<file path="config.mk">
export PLATFORM = sky130hd
export DESIGN_NAME = input_buffer
export DESIGN_NICKNAME = d
export VERILOG_FILES = /design/src/rtl/noc_pkg.sv /design/src/rtl/fifo_mem_2p.sv /design/src/rtl/input_buffer.sv
export SDC_FILE = /design/constraint.sdc
export NUM_CORES = 1
export LEC_CHECK = 0
export BUFFER_PORTS_ARGS = -buffer_cell sky130_fd_sc_hd__buf_2
export CAP_MARGIN = 20
export CORE_UTILIZATION = 60
export DETAILED_ROUTE_END_ITERATION = 12
export GPL_ROUTABILITY_DRIVEN = 0
export GPL_TIMING_DRIVEN = 0
export PLACE_DENSITY_LB_ADDON = 0.08
export SLEW_MARGIN = 20
export SYNTH_ARGS = -nofsm -noshare
export SYNTH_HDL_FRONTEND = slang
export SYNTH_SLANG_ARGS = --single-unit
</file>
<file path="constraint.sdc">
create_clock -name buf_clk -period 13.2 [get_ports buf_clk]
set_clock_uncertainty 0.2 [all_clocks]
set_input_delay 2.64 -clock buf_clk [delete_from_list [all_inputs] [get_ports buf_clk]]
set_output_delay 2.64 -clock buf_clk [all_outputs]
set_load 0.02 [all_outputs]
</file>
<file path="src/rtl/noc_pkg.sv">
// Shared NoC definitions: flit width and field layout, route direction codes and
// default input-buffer geometry.
package noc_pkg;

   localparam int unsigned DATASIZE = 40;

   // Flit layout: src | dst | timestamp | data | type
   localparam int unsigned SRC_MSB  = 39;
   localparam int unsigned SRC_LSB  = 36;
   localparam int unsigned DST_MSB  = 35;
   localparam int unsigned DST_LSB  = 32;
   localparam int unsigned TS_MSB   = 31;
   localparam int unsigned TS_LSB   = 24;
   localparam int unsigned DATA_MSB = 23;
   localparam int unsigned DATA_LSB = 2;
   localparam int unsigned TYPE_MSB = 1;
   localparam int unsigned TYPE_LSB = 0;

   typedef enum logic [3:0] {
      DIR_LOCAL = 4'b0000,
      DIR_S     = 4'b0001,
      DIR_E     = 4'b0010,
      DIR_NONE  = 4'b1111
   } dir_e;

   localparam int unsigned DEPTH_DEF = 8;
   localparam int unsigned WIDTH_DEF = 3;

   function automatic logic [3:0] flit_dst(input logic [DATASIZE-1:0] flit);
      return flit[DST_MSB:DST_LSB];
   endfunction

endpackage

</file>
<file path="src/rtl/fifo_mem_2p.sv">
// Two-port register array: one synchronous write port, one asynchronous read port.
// Contents are not reset.
// Ports:
//   clk_i   write clock, rising edge
//   we_i    write enable
//   waddr_i write address
//   wdata_i write data
//   raddr_i read address
//   rdata_o read data (combinational from raddr_i)
module fifo_mem_2p #(
   parameter int unsigned DEPTH    = noc_pkg::DEPTH_DEF,
   parameter int unsigned WIDTH    = noc_pkg::WIDTH_DEF,
   parameter int unsigned DATASIZE = noc_pkg::DATASIZE
) (
   input  logic                clk_i,
   input  logic                we_i,
   input  logic [WIDTH-1:0]    waddr_i,
   input  logic [DATASIZE-1:0] wdata_i,
   input  logic [WIDTH-1:0]    raddr_i,
   output logic [DATASIZE-1:0] rdata_o
);

   logic [DATASIZE-1:0] mem_q [DEPTH];

   always_ff @(posedge clk_i) begin
      if (we_i) begin
         mem_q[waddr_i] <= wdata_i;
      end
   end

   assign rdata_o = mem_q[raddr_i];

endmodule

</file>
<file path="src/rtl/input_buffer.sv">
// Per-port input FIFO of a NoC router, between the incoming link and route computation.
// First-word fall-through: a flit pushed at an edge is presented right after it.
// Ports:
//   buf_clk      clock, rising edge
//   rst_n        asynchronous active-low reset
//   data_in      flit from upstream link
//   valid_in     upstream flit valid
//   ready_out    space available (count != DEPTH)
//   data_out     head flit, zero when empty
//   valid_out    head flit present
//   rc_ready     RC stage consumes the head flit
//   pressure_out registered occupancy 0..DEPTH
//   drop_cnt     saturating count of refused flits (only with INPUT_BUFFER_DROP_CNT_EN)
// Optional feature macro: INPUT_BUFFER_DROP_CNT_EN
module input_buffer #(
   parameter int unsigned DEPTH    = noc_pkg::DEPTH_DEF,
   parameter int unsigned WIDTH    = noc_pkg::WIDTH_DEF,
   parameter int unsigned DATASIZE = noc_pkg::DATASIZE
) (
   input  logic                buf_clk,
   input  logic                rst_n,
   input  logic [DATASIZE-1:0] data_in,
   input  logic                valid_in,
   output logic                ready_out,
   output logic [DATASIZE-1:0] data_out,
   output logic                valid_out,
   input  logic                rc_ready,
`ifdef INPUT_BUFFER_DROP_CNT_EN
   output logic [7:0]          drop_cnt,
`endif
   output logic [WIDTH:0]      pressure_out
);

   localparam logic [WIDTH:0] FullCount = (WIDTH+1)'(DEPTH);

   logic [WIDTH-1:0]    wr_ptr_q, wr_ptr_d;
   logic [WIDTH-1:0]    rd_ptr_q, rd_ptr_d;
   logic [WIDTH:0]      count_q, count_d;
   logic                push, pop;
   logic [DATASIZE-1:0] head;

   assign ready_out = (count_q != FullCount);
   assign valid_out = (count_q != '0);
   assign push      = valid_in && ready_out;
   assign pop       = valid_out && rc_ready;

   always_comb begin
      wr_ptr_d = wr_ptr_q;
      rd_ptr_d = rd_ptr_q;
      count_d  = count_q;
      // Pointers are log2(DEPTH) wide, so wrap is natural overflow.
      if (push) wr_ptr_d = wr_ptr_q + WIDTH'(1);
      if (pop)  rd_ptr_d = rd_ptr_q + WIDTH'(1);
      if (push && !pop)      count_d = count_q + (WIDTH+1)'(1);
      else if (pop && !push) count_d = count_q - (WIDTH+1)'(1);
   end

   always_ff @(posedge buf_clk or negedge rst_n) begin
      if (!rst_n) begin
         wr_ptr_q <= '0;
         rd_ptr_q <= '0;
         count_q  <= '0;
      end else begin
         wr_ptr_q <= wr_ptr_d;
         rd_ptr_q <= rd_ptr_d;
         count_q  <= count_d;
      end
   end

   // count_q is itself the registered occupancy.
   assign pressure_out = count_q;

   fifo_mem_2p #(
      .DEPTH    (DEPTH),
      .WIDTH    (WIDTH),
      .DATASIZE (DATASIZE)
   ) u_mem (
      .clk_i   (buf_clk),
      .we_i    (push),
      .waddr_i (wr_ptr_q),
      .wdata_i (data_in),
      .raddr_i (rd_ptr_q),
      .rdata_o (head)
   );

   // Memory is not reset, so mask stale contents while empty.
   assign data_out = valid_out ? head : '0;

`ifdef INPUT_BUFFER_DROP_CNT_EN
   logic [7:0] drop_cnt_q, drop_cnt_d;

   always_comb begin
      drop_cnt_d = drop_cnt_q;
      if (valid_in && !ready_out && (drop_cnt_q != 8'hFF)) begin
         drop_cnt_d = drop_cnt_q + 8'd1;
      end
   end

   always_ff @(posedge buf_clk or negedge rst_n) begin
      if (!rst_n) drop_cnt_q <= '0;
      else        drop_cnt_q <= drop_cnt_d;
   end

   assign drop_cnt = drop_cnt_q;
`endif

endmodule

</file>
==> flow_summary.json, run 1 <==
{
  "cts_resized": 0,
  "fin_ws_ns": 7.552,
  "coreArea_um2": 20360,
  "async_reset_ff_share_pct": 3.030,
  "critical_path.max_stage_delay_ns": 0.64,
  "worst-path-stages": 5,
  "synth_area_per_cell_um2": 23.62,
  "drt_first_iter_violations": 513,
  "cts_made_buffers": 35,
  "syn_area_um2": 12570,
  "cp_max_fo": 10,
  "synthToLayoutAreaGrowth_pct": 19.28,
  "ys.warnings.count": 0,
  "first_pass_iters": 5,
  "vdd_drop_max_uv": 200.9,
  "synth.net_count": 582,
  "worstSetupStartpointType": "register",
  "die_h_um": 146.7,
  "cp_num_buf_inv": 3,
  "worstPathArrival_ns": 2.81,
  "drive_gt1_share_pct": 39.42,
  "clkTransAtPathRegs_ns": 0.06,
  "crit_type": "register to output port",
  "ys_types": 32,
  "rsz0062_at_grt": "false",
  "die_area_um2": 21530,
  "ys_ff_latch": 330,
  "drc": 0,
  "endpoint_kind": "output port",
  "maxCapViolCount": 0,
  "slew_headroom_pct": 48.79,
  "yosysSeqAreaShare_pct": 78.45,
  "clk_latency_ns": 0.51,
  "drt-wirelength-per-cell_um": 25.49,
  "grt_pass1_vias": 6569,
  "path_cells": "buf_1 > clkbuf_1 > mux4_2 > a22o_1 > buf_2",
  "p_leak_nw": 5.110,
  "vias": 6043,
  "fmax_mhz": 177.1,
  "ant_nets": 0,
  "synth_top_area_share_pct": 76.46,
  "yosysTopAreaCell": "edfxtp_1",
  "final_cell_mix": "edfxtp_1, buf_2, mux4_2, a22o_1, clkbuf_16",
  "clk_path_buf_depth": 3,
  "critPathRequiredTime_ns": 10.36,
  "syn_inst": 532,
  "hp-class": "register to register",
  "post-place-ws_ns": 8.123,
  "setup_tns_ns": 0,
  "cpMaxStageDelayCell": "clkbuf_1",
  "power.density_nw_per_um2": 239.0,
  "ys.flop_type": "edfxtp_1",
  "final_common_cell": "edfxtp_1",
  "post_cts_buffers": 0,
  "final_hold_viol_count": 0,
  "fin_nets": 747,
  "portBuffers": 89,
  "grt-ovfl-total": 0,
  "period_needed_ns": 5.648,
  "period_share_pct": 42.79,
  "start_util_pct": 61.71,
  "die_w_um": 146.7,
  "htree_num_levels": 2,
  "grt_max_degree": 20,
  "ios": 90,
  "via_per_inst": 6.086,
  "final_max_slew_viol_count": 0,
  "cp_top_family": "buffers and inverters",
  "antenna_found_initial": 0,
  "grt_pass1_wl_mm": 38.65,
  "grt.total_usage_pct": 24.90,
  "status": "finished, final reports clean",
  "worst_pin_slew_ns": 0.7682,
  "netlist_top_cells_area": "edfxtp_1, mux4_2, a22o_1",
  "ctsRootBufferMaster": "clkbuf_16",
  "setup_viol": 0,
  "rr_worst_depth": 10,
  "synth_edf_count": 320,
  "hold_buffers": 0,
  "cts_tree": "done",
  "dp.final_hpwl_mm": 16.44,
  "diodes": 0,
  "rows": 52,
  "numClockSinks": 330,
  "min_path_cells": 1,
  "wl_mm": 25.32
}
==> cells in the mapped netlist, types with 2 or more instances <==
cell and number:
nand2_1 4, clkbuf_1 14, buf_2 9, nand2b_1 2
a21oi_1 2, mux4_2 80, nand3_1 5, ha_1 5
mux2_2 3, nor3_1 5, nor2_1 3, dfrtp_1 10
edfxtp_1 320, inv_1 2, buf_6 6, o211ai_1 2
xnor2_1 6, a22o_1 40
==> layer usage <==
layer	up-vias	part of all wire (%)	global-route usage, %
met5	-	0	0
met4	0	1.5	6.823
met3	34	5.7	5.062
met2	208	51	41.26
met1	3175	41	34.33
li1	2626	-	-
==> metrics by stage <==
step | hold slack [ns] | cells | power (W) | utilization, % | area (um2)
6_report | 0.3527 | 993 | 0.003582 | 73.61 | 14990
5_1_grt | 0.3786 | 993 | 0.003724 | 73.61 | 14990
3_5_place_dp | 0.3185 | 930 | 0.002630 | 67.88 | 13820
4_1_cts | 0.3443 | 993 | 0.003605 | 73.61 | 14990
3_3_place_gp | 0.3075 | 891 | 0.002558 | 65.56 | 13350
2_1_floorplan | 0.2670 | 532 | 0.002214 | - | 12570
==> sequential cells by signal (all words and copies together) (netlist names) <==
name          count
rd_ptr_q          3
u_mem.mem_q     320
wr_ptr_q          3
pressure_out      4
==> cells by family (layout without fill, tap and decap cells) <==
family	Yosys count	after routing	share of synthesized area, %
AND/OR/NAND/NOR	28	28	1.264
buffers and inverters	32	223	1.404
multiplexers	84	84	14.69
XOR/XNOR	6	6	0.4182
adder cells (fa/ha/maj)	6	6	0.6571
AO/OA/AOI/OAI	46	46	3.116
flip-flops	330	330	78.45
==> layout make-up <==
class,count,area (um2)
fillers,1167,5375
multi-input cells,170,2580
repair buffers,128,869.6
flip-flops and latches,330,9859
clock inverters,16,172.7
inverters,2,7.507
clock buffers,47,993.5
well taps,270,337.8
plain buffers,30,168.9
==> path summary, 6_finish.rpt <==
check,endpoint,slack [ns],startpoint
max,data_out[16],7.55,rd_ptr_q[1]
min reg2reg,rd_ptr_q[2],0.35,rd_ptr_q[2]
min in group asynchronous,pressure_out[3],1.78,rst_n
max in group asynchronous,wr_ptr_q[2],10.81,rst_n
max reg2reg,pressure_out[3],9.82,pressure_out[0]
min,rd_ptr_q[2],0.35,rd_ptr_q[2]
==> power breakdown <==
group,switching [W],internal [W],total [W]
Clock,0.000374,0.000606,0.000980
Sequential,0.0000553,0.00132,0.00137
Combinational,0.000693,0.000537,0.00123
Total,0.00112,0.00246,0.00358
(Power assumes the default switching activity.)
==> run 2, diff against run 1 <==
clock period = 5.8 ns   (was 13.2 ns; I/O delays follow)
==> flow_summary.json, run 2 (synthesis gave the netlist of run 1 again) <==
{
  "status": "finished, final reports clean",
  "hold_buffers": 0,
  "drive_gt1_share_pct": 40.08,
  "largest_reg_flops": 320,
  "final_hold_viol_count": 0,
  "antenna_found_initial": 2,
  "ant_nets": 0,
  "endpoint": "data_out[1]",
  "clk_path_buf_depth": 3,
  "grt_max_degree": 20,
  "reg2reg_slack_ns": 2.39,
  "coreArea_um2": 20360,
  "worst_pin_slew_ns": 0.7911,
  "power.density_nw_per_um2": 546.9,
  "final_cell_mix": "edfxtp_1, buf_2, mux4_2, a22o_1, clkbuf_16",
  "period_share_pct": 70.23,
  "portBuffers": 89,
  "start_util_pct": 61.71,
  "ios": 90,
  "cts_tree": "done",
  "grt_pass1_wl_mm": 38.70,
  "largest-register": "u_mem.mem_q",
  "wl_mm": 25.05,
  "worstPathArrival_ns": 2.71,
  "grt_pass1_vias": 6585,
  "clkTransAtPathRegs_ns": 0.06,
  "die_area_um2": 21530,
  "grt.total_usage_pct": 24.86,
  "rr_worst_depth": 10,
  "worstSetupStartpointType": "register",
  "grt-ovfl-total": 0,
  "cts_resized": 0,
  "post_cts_buffers": 0,
  "setup_tns_ns": 0,
  "placed_cells": 928,
  "rsz0062_at_grt": "false",
  "rows": 52,
  "die_h_um": 146.7,
  "final_max_slew_viol_count": 0,
  "first_pass_iters": 6,
  "final_common_cell": "edfxtp_1",
  "setup_viol": 0,
  "vias": 6112,
  "die_w_um": 146.7,
  "vdd_drop_max_uv": 325.5,
  "via_per_inst": 6.149,
  "numClockSinks": 330,
  "crit_type": "register to output port",
  "fmax_mhz": 245.5,
  "drt_first_iter_violations": 481,
  "post-route-util_pct": 74.08,
  "final_cells": 994,
  "drt-wirelength-per-cell_um": 25.20,
  "hp-class": "register to register",
  "critPathRequiredTime_ns": 4.44,
  "n_fill_cell": 1143,
  "cp_max_fo": 10,
  "ctsRootBufferMaster": "clkbuf_16",
  "worst_r2r_endpoint": "pressure_out[3]",
  "slew_headroom_pct": 47.26,
  "htree_num_levels": 2,
  "cts_made_buffers": 35,
  "crit_start": "rd_ptr_q[1]",
  "maxCapViolCount": 0,
  "endpoint_kind": "output port",
  "clk_latency_ns": 0.51,
  "period_needed_ns": 4.074,
  "dp.final_hpwl_mm": 15.95,
  "p_leak_nw": 5.138,
  "hold_ws_ns": 0.3109,
  "fin_nets": 745,
  "timing.rr.start": "pressure_out[0]",
  "min_path_cells": 1,
  "synthToLayoutAreaGrowth_pct": 20.05,
  "drc": 0
}
run 2: how the worst min path moves through the flow:
stage	startpoint	endpoint	slack, ns
floorplan	rd_ptr_q[2]	rd_ptr_q[2]	0.27
global placement	rd_ptr_q[2]	rd_ptr_q[2]	0.29
detailed placement	rd_ptr_q[2]	rd_ptr_q[2]	0.31
CTS	rd_ptr_q[2]	rd_ptr_q[2]	0.30
global route	rst_n	rd_ptr_q[0]	0.32
finish	rd_ptr_q[2]	rd_ptr_q[2]	0.31
run 2: layout make-up:
class | instances | area, um2 | area share (%)
Timing Repair Buffer | 126 | 895.9 | 5.938
Buffer | 30 | 168.9 | 1.120
Clock buffer | 39 | 933.4 | 6.187
Sequential cell | 330 | 9859 | 65.35
Clock inverter | 24 | 287.8 | 1.907
Tap cell | 270 | 337.8 | 2.239
Antenna cell | 3 | 7.507 | 0.04976
Inverter | 2 | 7.507 | 0.04976
Multi-Input combinational cell | 170 | 2589 | 17.16
run 2: report_power, final:
group / switching [W] / internal, W / leakage [nW] / total, W
clock network: 0.000861 / 0.00147 / 0.601 / 0.00233
logic: 0.00157 / 0.00123 / 1.51 / 0.00280
registers: 0.000126 / 0.00300 / 3.02 / 0.00312
total: 0.00255 / 0.00570 / 5.14 / 0.00825
run 2: critical path, cell delays in order, from the launching register on:
cell and delay, ns:
dfrtp_1 0.35, buf_1 0.35, clkbuf_1 0.65, mux4_2 0.41, a22o_1 0.26, buf_2 0.16
run 2: metal layers:
layer  part of all wire (%)  wire [um]  vias up  global-route usage, %
li1                       -          -     2627                      -
met1                     40      10080     3203                  33.94
met2                     51      12730      230                  41.14
met3                    6.3       1590       52                  4.472
met4                    2.6        646        0                  8.594
met5                      0          0        -                      0
run 2: stage by stage:
step	setup WS [ns]	instance area, um2	power, W
3_3_place_gp	-1.943	13360	0.005827
3_5_place_dp	2.239	13860	0.005997
6_report	1.726	15090	0.008252
5_1_grt	1.607	15080	0.008591
4_1_cts	1.714	15080	0.008329
2_1_floorplan	1.038	12570	0.005038
